--- src/rtl/leaf_pkt_pkg.sv ---
// Shared leaf packet layout, arbiter state encodings and packet assembly.
// Fields, high to low: valid, dest leaf, dest port, sequence address, payload.
package leaf_pkt_pkg;

  localparam int PKT_W     = 49;
  localparam int VALID_BIT = 48;
  localparam int LEAF_LSB  = 43;
  localparam int PORT_LSB  = 39;
  localparam int ADDR_LSB  = 32;

  localparam logic [1:0] ST_CONFIG = 2'd0;
  localparam logic [1:0] ST_RUN    = 2'd1;
  localparam logic [1:0] ST_DRAIN  = 2'd2;

  function automatic logic [PKT_W-1:0] make_pkt(
    input logic [4:0]  leaf,
    input logic [3:0]  port,
    input logic [6:0]  addr,
    input logic [31:0] data
  );
    logic [PKT_W-1:0] p;
    p                   = '0;
    p[VALID_BIT]        = 1'b1;
    p[LEAF_LSB +: 5]    = leaf;
    p[PORT_LSB +: 4]    = port;
    p[ADDR_LSB +: 7]    = addr;
    p[31:0]             = data;
    return p;
  endfunction

endpackage

--- src/rtl/leaf_rr_arbiter.sv ---
// Round-robin grant: first requester at or after ptr (mod N) wins, and the
// pointer advances to the slot after the winner.
module leaf_rr_arbiter #(
  parameter int N        = 4,
  parameter int PTR_BITS = $clog2(N)
) (
  input  logic [N-1:0]        req,
  input  logic [PTR_BITS-1:0] ptr,
  output logic [N-1:0]        grant,
  output logic [PTR_BITS-1:0] next_ptr,
  output logic                any_grant
);

  localparam logic [PTR_BITS:0] N_W = (PTR_BITS+1)'(N);

  logic [PTR_BITS:0]   slot;
  logic [PTR_BITS-1:0] idx;

  always_comb begin
    grant     = '0;
    next_ptr  = ptr;
    any_grant = 1'b0;
    slot      = '0;
    idx       = '0;
    for (int i = 0; i < N; i++) begin
      slot = {1'b0, ptr} + (PTR_BITS+1)'(i);
      if (slot >= N_W) slot = slot - N_W;
      idx = slot[PTR_BITS-1:0];
      if (!any_grant && req[idx]) begin
        any_grant  = 1'b1;
        grant[idx] = 1'b1;
        next_ptr   = ((slot + 1'b1) == N_W) ? '0 : idx + 1'b1;
      end
    end
  end

endmodule

--- src/rtl/leaf_out_arbiter.sv ---
// Schedules per-port user streams onto the leaf-to-BFT packet link with credits.
// Optional per-port credit-stall counters: LEAF_OUT_ARBITER_PERF_CNT_EN.
//
// state  | meaning
// CONFIG | routing config writable, no arbitration
// RUN    | round-robin arbitration of credited, valid ports
// DRAIN  | no new grants; back to CONFIG once dout_pkt is empty
module leaf_out_arbiter
  import leaf_pkt_pkg::*;
#(
  parameter int NUM_OUT_PORTS = 4,
  parameter int PACKET_BITS   = 49,
  parameter int PAYLOAD_BITS  = 32,
  parameter int NUM_LEAF_BITS = 5,
  parameter int NUM_PORT_BITS = 4,
  parameter int NUM_ADDR_BITS = 7,
  parameter int INIT_CREDIT   = 128
) (
  input  logic                                clk,
  input  logic                                reset_n,
  input  logic                                start,
  input  logic                                stop,
  output logic [1:0]                          state_o,
  input  logic                                cfg_wr,
  input  logic [NUM_PORT_BITS-1:0]            cfg_port,
  input  logic [NUM_LEAF_BITS-1:0]            cfg_leaf,
  input  logic [NUM_PORT_BITS-1:0]            cfg_dport,
  input  logic [NUM_OUT_PORTS*PAYLOAD_BITS-1:0] din_user,
  input  logic [NUM_OUT_PORTS-1:0]            vld_user,
  output logic [NUM_OUT_PORTS-1:0]            ack_user,
  input  logic                                upd_vld,
  input  logic [NUM_PORT_BITS-1:0]            upd_port,
  input  logic [NUM_ADDR_BITS:0]              upd_amount,
  input  logic                                out_stall,
  output logic [PACKET_BITS-1:0]              dout_pkt,
  output logic [31:0]                         dbg_stall_cnt
);

  localparam int IDX_BITS = $clog2(NUM_OUT_PORTS);
  localparam int CW       = NUM_ADDR_BITS + 1;
  localparam logic [NUM_PORT_BITS:0] N_PORTS = (NUM_PORT_BITS+1)'(NUM_OUT_PORTS);
  localparam logic [CW:0]            INIT_W  = (CW+1)'(INIT_CREDIT);

  logic [1:0]               state;
  logic [IDX_BITS-1:0]      rr_ptr, rr_next;
  logic [NUM_LEAF_BITS-1:0] leaf_q  [NUM_OUT_PORTS];
  logic [NUM_PORT_BITS-1:0] dport_q [NUM_OUT_PORTS];
  logic [CW-1:0]            credit  [NUM_OUT_PORTS];
  logic [CW-1:0]            credit_nxt [NUM_OUT_PORTS];
  logic [CW:0]              credit_sum [NUM_OUT_PORTS];
  logic [NUM_ADDR_BITS-1:0] addr    [NUM_OUT_PORTS];

  logic [NUM_OUT_PORTS-1:0] req, grant;
  logic                     grant_any, grant_ok, do_grant, xfer, start_load;
  logic                     cfg_ok, upd_ok;
  logic [NUM_LEAF_BITS-1:0] sel_leaf;
  logic [NUM_PORT_BITS-1:0] sel_dport;
  logic [NUM_ADDR_BITS-1:0] sel_addr;
  logic [PAYLOAD_BITS-1:0]  sel_data;

  assign state_o    = state;
  assign cfg_ok     = {1'b0, cfg_port} < N_PORTS;
  assign upd_ok     = upd_vld && ({1'b0, upd_port} < N_PORTS);
  // stop beats start, so a simultaneous pair leaves CONFIG untouched
  assign start_load = (state == ST_CONFIG) && start && !stop;
  assign xfer       = dout_pkt[VALID_BIT] && !out_stall;
  assign grant_ok   = !dout_pkt[VALID_BIT] || !out_stall;

  always_comb begin
    for (int i = 0; i < NUM_OUT_PORTS; i++)
      req[i] = (state == ST_RUN) && vld_user[i] && (credit[i] != '0);
  end

  leaf_rr_arbiter #(.N(NUM_OUT_PORTS), .PTR_BITS(IDX_BITS)) u_rr (
    .req       (req),
    .ptr       (rr_ptr),
    .grant     (grant),
    .next_ptr  (rr_next),
    .any_grant (grant_any)
  );

  assign ack_user = grant_ok ? grant : '0;
  assign do_grant = grant_ok && grant_any;

  always_comb begin
    sel_leaf  = '0;
    sel_dport = '0;
    sel_addr  = '0;
    sel_data  = '0;
    for (int i = 0; i < NUM_OUT_PORTS; i++) begin
      if (grant[i]) begin
        sel_leaf  = sel_leaf  | leaf_q[i];
        sel_dport = sel_dport | dport_q[i];
        sel_addr  = sel_addr  | addr[i];
        sel_data  = sel_data  | din_user[i*PAYLOAD_BITS +: PAYLOAD_BITS];
      end
    end
  end

  // Returned credit and a same-cycle grant combine before saturation.
  always_comb begin
    for (int i = 0; i < NUM_OUT_PORTS; i++) begin
      credit_sum[i] = {1'b0, credit[i]} - {{CW{1'b0}}, ack_user[i]}
                    + ((upd_ok && upd_port[IDX_BITS-1:0] == IDX_BITS'(i))
                       ? {1'b0, upd_amount} : '0);
      credit_nxt[i] = (credit_sum[i] > INIT_W) ? INIT_W[CW-1:0] : credit_sum[i][CW-1:0];
    end
  end

  always_ff @(posedge clk or negedge reset_n) begin
    if (!reset_n) begin
      state    <= ST_CONFIG;
      dout_pkt <= '0;
      rr_ptr   <= '0;
      for (int i = 0; i < NUM_OUT_PORTS; i++) begin
        leaf_q[i]  <= '0;
        dport_q[i] <= '0;
      end
    end else begin
      case (state)
        ST_CONFIG: if (start_load) state <= ST_RUN;
        ST_RUN:    if (stop) state <= ST_DRAIN;
        ST_DRAIN:  if (!dout_pkt[VALID_BIT]) state <= ST_CONFIG;
        default:   state <= ST_CONFIG;
      endcase
      if (state == ST_CONFIG && cfg_wr && cfg_ok) begin
        for (int i = 0; i < NUM_OUT_PORTS; i++) begin
          if (cfg_port[IDX_BITS-1:0] == IDX_BITS'(i)) begin
            leaf_q[i]  <= cfg_leaf;
            dport_q[i] <= cfg_dport;
          end
        end
      end
      if (do_grant) begin
        dout_pkt <= make_pkt(sel_leaf, sel_dport, sel_addr, sel_data);
        rr_ptr   <= rr_next;
      end else if (xfer) begin
        dout_pkt[VALID_BIT] <= 1'b0;
      end
    end
  end

  always_ff @(posedge clk or negedge reset_n) begin
    if (!reset_n) begin
      for (int i = 0; i < NUM_OUT_PORTS; i++) begin
        credit[i] <= '0;
        addr[i]   <= '0;
      end
    end else begin
      for (int i = 0; i < NUM_OUT_PORTS; i++) begin
        if (start_load) begin
          credit[i] <= INIT_W[CW-1:0];
          addr[i]   <= '0;
        end else begin
          credit[i] <= credit_nxt[i];
          if (ack_user[i]) addr[i] <= addr[i] + 1'b1;
        end
      end
    end
  end

`ifdef LEAF_OUT_ARBITER_PERF_CNT_EN
  logic [31:0] stall_cnt [NUM_OUT_PORTS];
  logic [31:0] dbg_q;

  always_ff @(posedge clk or negedge reset_n) begin
    if (!reset_n) begin
      dbg_q <= '0;
      for (int i = 0; i < NUM_OUT_PORTS; i++) stall_cnt[i] <= '0;
    end else begin
      for (int i = 0; i < NUM_OUT_PORTS; i++) begin
        if (start_load)
          stall_cnt[i] <= '0;
        else if (state == ST_RUN && vld_user[i] && credit[i] == '0 && stall_cnt[i] != '1)
          stall_cnt[i] <= stall_cnt[i] + 32'd1;
      end
      dbg_q <= cfg_ok ? stall_cnt[cfg_port[IDX_BITS-1:0]] : '0;
    end
  end

  assign dbg_stall_cnt = dbg_q;
`else
  assign dbg_stall_cnt = '0;
`endif

endmodule

--- config.mk ---
export PLATFORM = sky130hd
export DESIGN_NAME = leaf_out_arbiter
export DESIGN_NICKNAME = d
export VERILOG_FILES = /design/src/rtl/leaf_pkt_pkg.sv /design/src/rtl/leaf_rr_arbiter.sv /design/src/rtl/leaf_out_arbiter.sv
export SDC_FILE = /design/constraint.sdc
export NUM_CORES = 1
export LEC_CHECK = 0
export CAP_MARGIN = 10
export CORE_ASPECT_RATIO = 0.5
export CORE_MARGIN = 2
export CORE_UTILIZATION = 50
export CTS_CLUSTER_SIZE = 30
export DETAILED_ROUTE_END_ITERATION = 8
export PLACE_DENSITY = 0.82
export REMOVE_ABC_BUFFERS = 1
export SETUP_SLACK_MARGIN = 0.3
export SYNTH_ARGS = -nofsm -noshare
export SYNTH_HDL_FRONTEND = slang
export SYNTH_SLANG_ARGS = --single-unit
--- constraint.sdc ---
create_clock -name clk -period 6.1 [get_ports clk]
set_clock_uncertainty 0.05 [all_clocks]
set_input_delay 1.22 -clock clk [delete_from_list [all_inputs] [get_ports clk]]
set_output_delay 1.22 -clock clk [all_outputs]
set_load 0.005 [all_outputs]
# Word-level counts from Yosys, hierarchy flattened
# Index checks and enable logic that the tools add are counted.
# word_totals
regBits	149
out_inout_bits	87
# classes
add_sub_neg	27
magnitude_cmp	18
n_eq_ne	15
muxes	79
bitwise	15
n_reduce_logical	52
# op_table
operator	n
$mux W32	4
$mux W8	12
$or A32 B32 Y32	3
$mux W7	12
$add A9 B8 Y9	4
$gt A9 B8 Y1 const B	4
$mux W4	9
$sub A8 B1 Y9	4
$reduce_bool A8 Y1	4
$add A7 B1 Y7 const B	4
$logic_and A1 B1 Y1	26
$or A4 B4 Y4	6
$mux W2	11
$or A7 B7 Y7	3
$mux W5	4
$or A5 B5 Y5	3
$mux W1	14
$add A3 B1 Y3 const B	4
$eq A3 B3 Y1 const B	4
$lt A2 B3 Y1 const B	4
$mux W3	4
$eq A2 B2 Y1 const B	5
$reduce_and A2 Y1	5
$reduce_bool A2 Y1	5
19 further kinds	48

# Longest topological paths before layout
# Gate-level depths: netlist (run 1).
# logic_depth
word_depth	22
mapped_depth	24
ltp_nobuf	21

# Cells and area by module
# A second synthesis (run 1) with hierarchy kept.
# unflattened
hier_cells	1003
hier_area_um2	9490.4
# by_module_without_submodules
mod	instances	cells_per_inst	area_per_inst_um2	seq_area_each_um2
leaf_out_arbiter	1	949	9013.6	3728.6
leaf_rr_arbiter	1	54	476.7	0.0

# Worst setup path after synthesis (run 1)
# Ideal clock, no wire load.
# synth_timing
path_type	input port to flip-flop
startpoint	input vld_user[2]
endpoint	register credit[0] (netlist bit)
setup_ns	0.067
arrival_ns	5.557
required_time_ns	5.983
path_slack_ns	0.426
path_stages	22
n_path_buf	2
path_cell_list	nand4b_1 -> a21o_1 -> and2_1 -> buf_4 -> o2111a_1 -> a221oi_1 -> o22ai_2 -> buf_4 -> nand2_1 -> inv_1 -> ha_1 -> inv_1 -> ha_1 -> fa_1 -> a21o_1 -> a21oi_1 -> o21bai_1 -> a21oi_1 -> xnor2_1 -> or4_1 -> a211oi_1 -> and2_1
# synth_via
elab_chain_cells	20
# synth_lines
item	line_no	source
from (decl)	leaf_out_arbiter.sv:29	input logic [NUM_OUT_PORTS-1:0] vld_user,
$logic_and A1 B1 Y1 (*) (2 in series)	leaf_out_arbiter.sv:71	req[i] = (state == ST_RUN) && vld_user[i] && (credit[i] != '0);
$bmux W1 S2	leaf_rr_arbiter.sv:29	if (!any_grant && req[idx]) begin
$mux W1 (implied by the code)	leaf_rr_arbiter.sv:29	
$mux W1	leaf_rr_arbiter.sv:29	
$logic_not A1 Y1	leaf_rr_arbiter.sv:29	
$logic_and A1 B1 Y1	leaf_rr_arbiter.sv:29	
$mux W1	leaf_rr_arbiter.sv:29	
$logic_not A1 Y1	leaf_rr_arbiter.sv:29	
[... 4 more ...]	--	
$mux W4 (*)	leaf_rr_arbiter.sv:29	
$mux W4 (*)	leaf_out_arbiter.sv:82	assign ack_user = grant_ok ? grant : '0;
named net ack_user[3]	leaf_out_arbiter.sv:30	output logic [NUM_OUT_PORTS-1:0] ack_user,
$sub A8 B1 Y9 (*)	leaf_out_arbiter.sv:103	credit_sum[i] = {1'b0, credit[i]} - {{CW{1'b0}}, ack_user[i]}
$add A9 B8 Y9 (*)	leaf_out_arbiter.sv:104	+ ((upd_ok && upd_port[IDX_BITS-1:0] == IDX_BITS'(i))
$gt A9 B8 Y1	leaf_out_arbiter.sv:106	credit_nxt[i] = (credit_sum[i] > INIT_W) ? INIT_W[CW-1:0] : credit_sum[i][CW-1:0];
$mux W8 (*)	leaf_out_arbiter.sv:106	
$mux W8 (*)	leaf_out_arbiter.sv:151	if (start_load) begin
to (signal, indexed assignment)	leaf_out_arbiter.sv:152	credit[i] <= INIT_W[CW-1:0];
to (signal, indexed assignment)	leaf_out_arbiter.sv:155	credit[i] <= credit_nxt[i];
to (decl)	leaf_out_arbiter.sv:48	logic [CW-1:0] credit [NUM_OUT_PORTS];
# The timed path passes the listed nets; every way through them passes the cells marked *. The select of a mux whose other input is x is not followed.
# A chain may end at the register's enable or synchronous reset.

# Worst setup path after layout (run 1)
# layout_timing
startpoint	input vld_user[2]
endpoint	register credit[24] (netlist bit)
# layout_via
elab_chain_cells	20
# layout_lines
item	line_no
$logic_and A1 B1 Y1 (*) (2 in series)	leaf_out_arbiter.sv:71
$bmux W1 S2	leaf_rr_arbiter.sv:29
$mux W1 (implied by the code)	leaf_rr_arbiter.sv:29
$mux W1	leaf_rr_arbiter.sv:29
$logic_not A1 Y1	leaf_rr_arbiter.sv:29
$logic_and A1 B1 Y1	leaf_rr_arbiter.sv:29
$mux W1	leaf_rr_arbiter.sv:29
$logic_not A1 Y1	leaf_rr_arbiter.sv:29
[... 3 more ...]	--
$logic_and A1 B1 Y1	leaf_rr_arbiter.sv:29
$mux W4 (*)	leaf_rr_arbiter.sv:29
$mux W4 (*)	leaf_out_arbiter.sv:82
$sub A8 B1 Y9 (*)	leaf_out_arbiter.sv:103
$add A9 B8 Y9 (*)	leaf_out_arbiter.sv:104
$gt A9 B8 Y1	leaf_out_arbiter.sv:106
$mux W8 (*)	leaf_out_arbiter.sv:106
$mux W8 (*)	leaf_out_arbiter.sv:151
# Mark *: on every way between the ends. The rest lies on a longest branch, timed or not. The select of a mux whose other input is x is not followed.

==> results of run 1 <==
==> flip-flops by register name, indices dropped and copies added, names as in the netlist <==
| register | count |
|---|---|
| dout_pkt | 49 |
| leaf_q | 20 |
| rr_ptr | 2 |
| credit | 32 |
| addr | 28 |
| dport_q | 16 |
| state_o | 2 |
==> worst paths after layout <==
path,start,to,slack (ns),depth (start not counted)
min in group asynchronous,reset_n,credit[28],0.83,1
hold reg to reg,dport_q[3],dport_q[3],0.46,1
setup reg to reg,credit[4],credit[24],0.70,20
max in group asynchronous,reset_n,addr[5],3.95,2
setup / recovery,vld_user[2],credit[24],0.42,20
hold / removal,dport_q[3],dport_q[3],0.46,1
==> metal layers <==
metal / routed length (um) / up-vias / global-route usage
li1: - / 3997 / -
met1: 11880 / 4213 / 0.3497
met2: 13810 / 332 / 0.4786
met3: 1804 / 29 / 0.03795
met4: 462 / 0 / 0.07179
met5: 0 / - / 0
==> synthesized netlist by cell type, drive strengths merged (7+ instances only) <==
cell    count  area [sq um]
or4        14         105.1
nor3        7         40.04
ha         76         950.9
or3        11         68.82
a31oi      47         294.0
a21o        9         67.56
clkbuf     24         90.09
a222oi     45         450.4
a21oi      40         200.2
nand4       8         50.05
nand3      16         80.08
xor2       12         105.1
nor2       62         232.7
o21bai      8         60.06
nand2     120         450.4
xnor2      17         148.9
inv       105         394.1
mux2       36         405.4
buf        53         431.7
mux2i      18         180.2
dfrtp     149          3729
and2       37         231.5
o21ai      27         138.9
==> stage by stage <==
| step | setup TNS, ns | instance area (sq um) | util | instances | total power [mW] |
|---|---|---|---|---|---|
| after floorplan | -3.445 | 9170 | - | 966 | 3.974 |
| after global placement | 0 | 11950 | 0.6436 | 1471 | 5.289 |
| after detailed placement | -0.8853 | 11950 | 0.6436 | 1471 | 5.415 |
| after CTS | 0 | 12530 | 0.6751 | 1503 | 6.509 |
| after global routing | 0 | 12640 | 0.6808 | 1505 | 7.130 |
| final | 0 | 12640 | 0.6808 | 1505 | 6.657 |
==> kinds of logic (layout without fill, tap and decap cells) <==
kind of cell / count (synthesis) / count (layout) / share of synthesized area
other: 1 / 32 / 0.0003916
AOI/OAI and AO/OA: 217 / 217 / 0.1690
DFF: 149 / 149 / 0.3894
and+or+nand+nor: 300 / 300 / 0.1503
muxes: 54 / 54 / 0.06115
buffers and inverters: 182 / 385 / 0.09565
xor gates and xnor gates: 29 / 29 / 0.02653
adders and majority gates: 80 / 80 / 0.1077
==> power by group through the flow <==
stage / clock network (mW) / logic, mW / registers (mW)
after floorplan: 0 / 2.38 / 1.59
after global placement: 0 / 3.68 / 1.61
after detailed placement: 0 / 3.78 / 1.63
after CTS: 1.07 / 3.82 / 1.62
after global routing: 1.11 / 4.35 / 1.67
final: 1.05 / 3.98 / 1.62
==> cell type report <==
| type | count | area [sq um] |
|---|---|---|
| fill | 1442 | 5927 |
| inverter | 105 | 394.1 |
| timing repair buffer | 248 | 2409 |
| sequential | 149 | 3729 |
| tap | 259 | 324.1 |
| multi-input combinational | 712 | 5206 |
| clock inverter | 13 | 136.4 |
| clock buffer | 19 | 442.9 |
==> repair_timing <==
action,CTS,global route
hold buffers,0,0
endpoints found under the setup margin,3,28
pin swaps,0,5
resized for setup,1,20
buffers inserted,0,2
gates cloned,0,0
==> flow_metrics.py, run 1 <==
metrics = {
    "status": {
        "status": "finished, final reports clean",
    },
    "worst_setup_path": {
        "crit_family": "compound AO/OA/AOI/OAI gates",
        "worst_ep_required_time_ns": 6.40,
        "cp_max_fo": 7,
        "arrival_ns": 5.97,
        "critical_path.n_buffers_inverters": 3,
        "crit_slowest_cell": "clkdlybuf4s50_1",
        "cpPeakStageDelay_ns": 0.48,
        "path_class": "input port to flop",
        "cp-start-kind": "input port",
        "critPathCaptureType": "flop",
        "crit_chain": "clkdlybuf4s50_1 -> nand4b_1 -> a21o_1 -> and2_1 -> o2111a_2 -> a221o_1 -> a2bb2oi_2 -> nor2_1 -> ha_1 -> inv_1 -> ha_1 -> fa_2 -> a21o_1 -> a21oi_2 -> xnor2_1 -> or4_1 -> or4_1 -> a211oi_2 -> buf_4 -> and2_1",
    },
    "grt": {
        "grt-ovfl-total": 0,
        "grt_max_degree": 113,
        "grt_pass1_wl_um": 42980,
        "grt_pass1_vias": 8408,
        "antenna_found_initial": 0,
        "gr-usage-all-layers": 0.2692,
    },
    "synthesis": {
        "syn-cell-area_sq_mm": 0.009575,
        "yosys.cell_types.count": 61,
        "synthFlopType": "dfrtp_1",
        "synth_warnings": 0,
        "synth_seq_area_share": 0.3894,
        "synth-seq-cells": 149,
        "synthesis.instances": 1012,
        "async_reset_ff_frac": 1.000,
        "synth-edff-count": 0,
        "syn_avg_cell_area_sq_um": 9.462,
    },
    "sta": {
        "setup_ws_ns": 0.4241,
        "hold_ws_ns": 0.4579,
        "tightest_slew_ns": 1.063,
        "rsz0062_at_grt": "false",
        "slew_violations": 0,
        "fmax_mhz": 176.2,
        "fin_crit_ns": 5.676,
        "hold_viol": 0,
        "min_period_over_period": 0.9305,
        "setup_violations": 0,
        "slew-limit-headroom": 0.2915,
    },
    "route": {
        "routed_wl_um": 27960,
        "drtPass1Iterations": 6,
        "vias_per_cell": 5.695,
        "drcViolationCount": 0,
        "ant_nets": 0,
        "routedWlPerCell_um": 18.58,
        "dr_total_vias": 8571,
        "drtIter0Drc": 677,
    },
    "job": {
        "drv_cap": 0,
    },
    "pwr": {
        "powerDensity_mw_per_mm2": 526.6,
        "pwr-share-clk": 0.158,
        "internal-power_mw": 3.788,
        "power_frac_seq": 0.244,
        "leakage_nw": 5.634,
        "vdd.ir_drop.worst_mv": 0.2922,
        "swShare": 0.4309,
        "net-switching-power_mw": 2.868,
        "power_frac_comb": 0.598,
    },
    "cts": {
        "clk_pin_slew_ns": 0.07,
        "cts_sinks": 149,
        "cts_tree": "built",
        "ctsLongestPathBuffers": 2,
        "clockRootBuffer": "clkbuf_16",
        "h-tree-depth": 4,
        "cts_inserted_buffers": 17,
        "clk_latency_ns": 0.42,
    },
    "die": {
        "placeableCoreArea_sq_mm": 0.01857,
        "die_h_um": 101.9,
        "dieArea_sq_mm": 0.02034,
        "ios": 251,
        "die_width_um": 199.7,
        "rows": 35,
        "initial_core_util": 0.5157,
    },
    "final_layout": {
        "antennaDiodeCount": 0,
        "area_growth_pct": 32.01,
        "drive_above_1_share": 0.1067,
        "final_common_cell": "clkdlybuf4s50_1",
        "final_nets": 1477,
        "final_cell_mix": "clkdlybuf4s50_1 (217), dfrtp_1 (149), nand2_1 (120)",
    },
    "place": {
        "hpwl_um": 20240,
        "port-buffer-count": 218,
        "preCtsSetupSlack_ns": -0.1114,
        "gp_congestion": 0.9347,
    },
    "hold_path": {
        "min_path_type": "flop to flop",
    },
}
(Power assumes the default switching activity.)
==> inputs of run 2 (changes only) <==
- CAP_MARGIN: 10 -> 20
- PLACE_DENSITY: 0.82 -> 0.89
==> run 2 against run 1 <==
Fmax increased by 1.4%. Combinational power down 1%. Sequential share of layout area hardly changed. Sequential cell count stayed put. First-iteration DRC count down 6.5%. Core utilization hardly changed. Critical path depth unchanged. Wire length decreased by 0.59%. Final cell count increased by 0.13%. Cell area about the same. Via count hardly changed. Non-clock buffer count rose by 1. Largest power group unchanged.
==> flow_metrics.py, run 2 (synthesized netlist as in run 1, its figures left out) <==
metrics = {
    "worst_setup_path": {
        "critPathCaptureType": "flop",
        "worst_ep_required_time_ns": 6.41,
        "arrival_ns": 5.91,
        "path_class": "input port to flop",
        "cp_max_fo": 7,
        "cp-start-kind": "input port",
    },
    "sta": {
        "hold_viol": 0,
        "slew_violations": 0,
        "fin_crit_ns": 5.598,
        "slew-limit-headroom": 0.3265,
        "rsz0062_at_grt": "false",
        "min_period_over_period": 0.9178,
        "fmax_mhz": 178.6,
        "setup_violations": 0,
        "tightest_slew_ns": 1.010,
        "hold_ws_ns": 0.4588,
    },
    "status": {
        "status": "finished, final reports clean",
    },
    "die": {
        "initial_core_util": 0.5157,
        "die_h_um": 101.9,
        "ios": 251,
        "die_width_um": 199.7,
        "rows": 35,
        "dieArea_sq_mm": 0.02034,
        "placeableCoreArea_sq_mm": 0.01857,
    },
    "final_layout": {
        "final_nets": 1478,
        "top_regs": "dout_pkt (49), credit (32), addr (28)",
        "area_growth_pct": 31.97,
        "nFillCells": 1426,
        "drive_above_1_share": 0.1059,
        "largest_reg_flops": 49,
        "final_common_cell": "clkdlybuf4s50_1",
        "final_cell_mix": "clkdlybuf4s50_1 (217), dfrtp_1 (149), nand2_1 (120)",
        "regMostFlops": "dout_pkt",
    },
    "pwr": {
        "leakage_nw": 5.649,
        "total_power_mw": 6.662,
        "powerDensity_mw_per_mm2": 527.2,
        "vdd.ir_drop.worst_mv": 0.3036,
    },
    "route": {
        "drtIter0Drc": 633,
        "vias_per_cell": 5.690,
        "routed_wl_um": 27800,
        "drcViolationCount": 0,
        "ant_nets": 0,
        "routedWlPerCell_um": 18.44,
        "dr_total_vias": 8575,
        "drtPass1Iterations": 6,
    },
    "cts": {
        "clk_pin_slew_ns": 0.07,
        "ctsLongestPathBuffers": 2,
        "clockRootBuffer": "clkbuf_16",
        "clk_latency_ns": 0.42,
        "cts_sinks": 149,
        "h-tree-depth": 4,
        "cts_tree": "built",
        "cts_inserted_buffers": 17,
    },
    "grt": {
        "grt_pass1_vias": 8429,
        "gr-usage-all-layers": 0.2684,
        "grt_max_degree": 111,
        "grt-ovfl-total": 0,
        "antenna_found_initial": 0,
        "grt_pass1_wl_um": 42750,
    },
    "place": {
        "gp_congestion": 0.9035,
        "port-buffer-count": 218,
        "hpwl_um": 20150,
    },
    "hold_path": {
        "min_path_type": "flop to flop",
    },
    "job": {
        "drv_cap": 0,
    },
}
-- run 2: per-layer routing --
metal | vias to the layer above | wire [um] | GRT usage | share of wire
li1 | 3993 | - | - | -
met4 | 0 | 562 | 0.08718 | 0.020
met5 | - | 0 | 0 | 0
met1 | 4166 | 11660 | 0.3426 | 0.42
met2 | 361 | 13650 | 0.4706 | 0.49
met3 | 55 | 1917 | 0.04686 | 0.069
-- run 2: where the power goes --
part	internal (mW)	switching [mW]	total (mW)
Combinational	1.80	2.13	3.93
Clock	0.638	0.462	1.10
Sequential	1.38	0.254	1.63
Total	3.82	2.84	6.66
-- run 2: path summary, 6_finish.rpt --
path	start	to	slack, ns	depth (start not counted)
setup / recovery	vld_user[2]	credit[10]	0.50	20
hold / removal	dport_q[3]	dport_q[3]	0.46	1
setup reg to reg	credit[13]	credit[16]	0.65	20
hold reg to reg	dport_q[3]	dport_q[3]	0.46	1
max in group asynchronous	reset_n	dport_q[12]	3.94	2
min in group asynchronous	reset_n	credit[27]	0.88	1
-- run 2: cell type report --
| class | instances | area [sq um] | share of cell area |
|---|---|---|---|
| diodes | 1 | 2.502 | 0.0001980 |
| clock buffers | 19 | 452.9 | 0.03584 |
| clock inverters | 13 | 158.9 | 0.01257 |
| inverters | 105 | 394.1 | 0.03119 |
| multi-input cells | 712 | 5160 | 0.4083 |
| flip-flops and latches | 149 | 3729 | 0.2951 |
| well taps | 259 | 324.1 | 0.02564 |
| repair buffers | 249 | 2416 | 0.1912 |
-- run 2: through the flow --
step,utilization,TNS (ns),cell area [sq um],std cells,worst slack [ns]
floorplan,-,-3.445,9170,966,-0.5315
global placement,0.6444,0,11970,1473,0.1503
detailed placement,0.6444,-1.095,11970,1473,-0.07551
CTS,0.6774,0,12580,1505,0.3670
global route,0.6805,0,12630,1506,0.3064
finish,0.6806,0,12640,1507,0.5017
-- run 2: repair_timing --
item                                   4_1_cts  5_1_grt
setup endpoints to repair                    0       28
endpoints found under the hold margin        0        0
hold buffers                                 0        0
resized for setup                            0       15
buffers inserted                             0        1
-- run 2: worst max-delay path, stage by stage --
cell and delay, ns:
clkdlybuf4s50_1 0.49, nand4b_1 0.13, a21o_1 0.19, and2_1 0.19
o2111a_2 0.31, a221o_2 0.36, a2bb2oi_2 0.17, nor2_1 0.11
ha_1 0.32, inv_1 0.04, ha_1 0.20, fa_2 0.36
a21o_1 0.18, a21oi_2 0.20, xnor2_1 0.10, or4_1 0.40
or4_1 0.41, a211oi_1 0.24, buf_4 0.17, and2_1 0.12
==> inputs of run 3 (changes only) <==
- PLACE_DENSITY: 0.89 -> 0.79
==> run 3 against run 2 <==
Highest routed layer unchanged. Power up 0.74%. First-iteration DRC count up 8.8%. Global-route usage up 0.29 points. Sequential share of layout area down 0.18 points. Critical endpoint is now credit[9]. Core utilization up 0.41 points.
==> flow_metrics.py, run 3 (synthesized netlist as in run 1, its figures left out) <==
metrics = {
    "worst_setup_path": {
        "path_class": "input port to flop",
        "cp_max_fo": 7,
        "worst_ep_required_time_ns": 6.41,
        "r2r-start": "credit[28]",
        "crit_start": "vld_user[0]",
        "arrival_ns": 5.94,
        "critPathCaptureType": "flop",
        "cp-start-kind": "input port",
    },
    "die": {
        "rows": 35,
        "initial_core_util": 0.5157,
        "die_width_um": 199.7,
        "dieArea_sq_mm": 0.02034,
        "die_h_um": 101.9,
        "placeableCoreArea_sq_mm": 0.01857,
        "ios": 251,
    },
    "route": {
        "ant_nets": 0,
        "met3_length_um": 1812,
        "drtIter0Drc": 689,
        "vias_per_cell": 5.624,
        "drtPass1Iterations": 8,
        "dr_total_vias": 8486,
        "wl_met2_um": 13450,
        "drt-met1-wl_um": 11700,
        "drcViolationCount": 0,
        "top_layer": "met4",
        "routedWlPerCell_um": 18.08,
        "routed_wl_um": 27280,
    },
    "final_layout": {
        "largest_reg_flops": 49,
        "regMostFlops": "dout_pkt",
        "regArea_sq_mm": 0.003729,
        "fin_util": 0.6847,
        "final_nets": 1482,
        "antennaDiodeCount": 0,
        "final_cell_mix": "clkdlybuf4s50_1 (217), dfrtp_1 (149), nand2_1 (120)",
        "finalInstanceArea_sq_mm": 0.01271,
        "top_regs": "dout_pkt (49), credit (32), addr (28)",
        "area_growth_pct": 32.77,
        "multi_input_area_sq_mm": 0.005175,
        "drive_above_1_share": 0.1064,
        "final_common_cell": "clkdlybuf4s50_1",
        "nFillCells": 1491,
        "fin_cells": 1509,
    },
    "sta": {
        "setup_violations": 0,
        "tightest_slew_ns": 0.9598,
        "slew_violations": 0,
        "fmax_mhz": 177.7,
        "fin_crit_ns": 5.628,
        "slew-limit-headroom": 0.3573,
        "hold_viol": 0,
        "rsz0062_at_grt": "false",
        "fin_tns_setup_ns": 0,
        "min_period_over_period": 0.9227,
        "hold_ws_ns": 0.4562,
        "setup_ws_ns": 0.4716,
    },
    "cts": {
        "h-tree-depth": 4,
        "cts_inserted_buffers": 17,
        "cts_sinks": 149,
        "cts_hold_buf": 0,
        "cts_tree": "built",
        "clk_pin_slew_ns": 0.07,
        "clockRootBuffer": "clkbuf_16",
        "clk_latency_ns": 0.42,
        "ctsLongestPathBuffers": 2,
    },
    "job": {
        "drv_cap": 0,
    },
    "pwr": {
        "total_power_mw": 6.711,
        "leakage_nw": 5.685,
        "vdd.ir_drop.worst_mv": 0.3345,
        "powerDensity_mw_per_mm2": 527.9,
    },
    "grt": {
        "grt_pass1_vias": 8497,
        "grt_pass1_wl_um": 43010,
        "antenna_found_initial": 0,
        "grt_max_degree": 67,
        "grt-ovfl-total": 0,
        "gr-usage-all-layers": 0.2714,
    },
    "place": {
        "dp.cells": 1476,
        "hpwl_um": 20180,
        "gp_congestion": 0.9205,
        "placed_area_sq_mm": 0.01199,
        "port-buffer-count": 218,
        "preCtsSetupSlack_ns": -0.1162,
    },
    "hold_path": {
        "min_path_type": "flop to flop",
        "hold_path.startpoint": "leaf_q[3]",
    },
    "status": {
        "status": "finished, final reports clean",
    },
}
==> run 3: cell count changes in the layout (fill, tap and decap cells not counted), moves of 2 or more <==
cell / change
a211oi_1: -3
a211oi_2: +2
a21oi_1: +2
a21oi_2: -2
buf_4: +4
bufinv_16: +3
clkbuf_1: +2
clkinv_4: -2
fa_1: +3
fa_2: -3
inv_6: -2
inv_8: -2
==> run 3: cell type report <==
class / instances / share of cell area
Clock buffer: 20 / 0.03513
Clock inverter: 11 / 0.01565
Inverter: 105 / 0.03100
Multi-Input combinational cell: 712 / 0.4070
Sequential cell: 149 / 0.2933
Tap cell: 259 / 0.02549
Timing Repair Buffer: 253 / 0.1924
==> run 3: worst paths after layout <==
path | to | slack, ns | depth (start not counted)
max | credit[9] | 0.47 | 19
min | leaf_q[3] | 0.46 | 1
max reg2reg | credit[9] | 0.68 | 19
min reg2reg | leaf_q[3] | 0.46 | 1
max in group asynchronous | leaf_q[12] | 4.11 | 2
min in group asynchronous | credit[15] | 0.66 | 1
==> run 3: report_power, final <==
group          internal [mW]  leakage, nW  switching, mW  total, mW
registers               1.38         1.87          0.242       1.62
logic                   1.81         3.51           2.11       3.92
clock network          0.739        0.303          0.434       1.17
total                   3.93         5.68           2.79       6.71
==> run 3: worst max-delay path, cell delays in order <==
cell and delay (ns):
clkdlybuf4s50_1 0.45, a21boi_1 0.16, a221o_1 0.39, and2_2 0.26, a221o_2 0.37, a2bb2oi_2 0.20, nor2_1 0.08, ha_1 0.32
inv_1 0.04, ha_1 0.19, fa_1 0.38, a21o_1 0.18, a21oi_2 0.19, xnor2_1 0.09, or4_1 0.41, or4_1 0.43
a211oi_2 0.30, buf_4 0.17, and2_1 0.12
==> run 3: metal layers <==
metal | GRT usage | up-vias
met4 | 0.07179 | 0
met5 | 0 | -
met2 | 0.4818 | 314
li1 | - | 4003
met3 | 0.04983 | 30
met1 | 0.3459 | 4139
==> run 3: what timing repair did <==
action                     CTS  global route
hold endpoints to repair     0             0
gates cloned                 0             0
setup endpoints to repair    4            28
pin swaps                    0             5
gates resized for setup      1            16
setup buffers                0             2
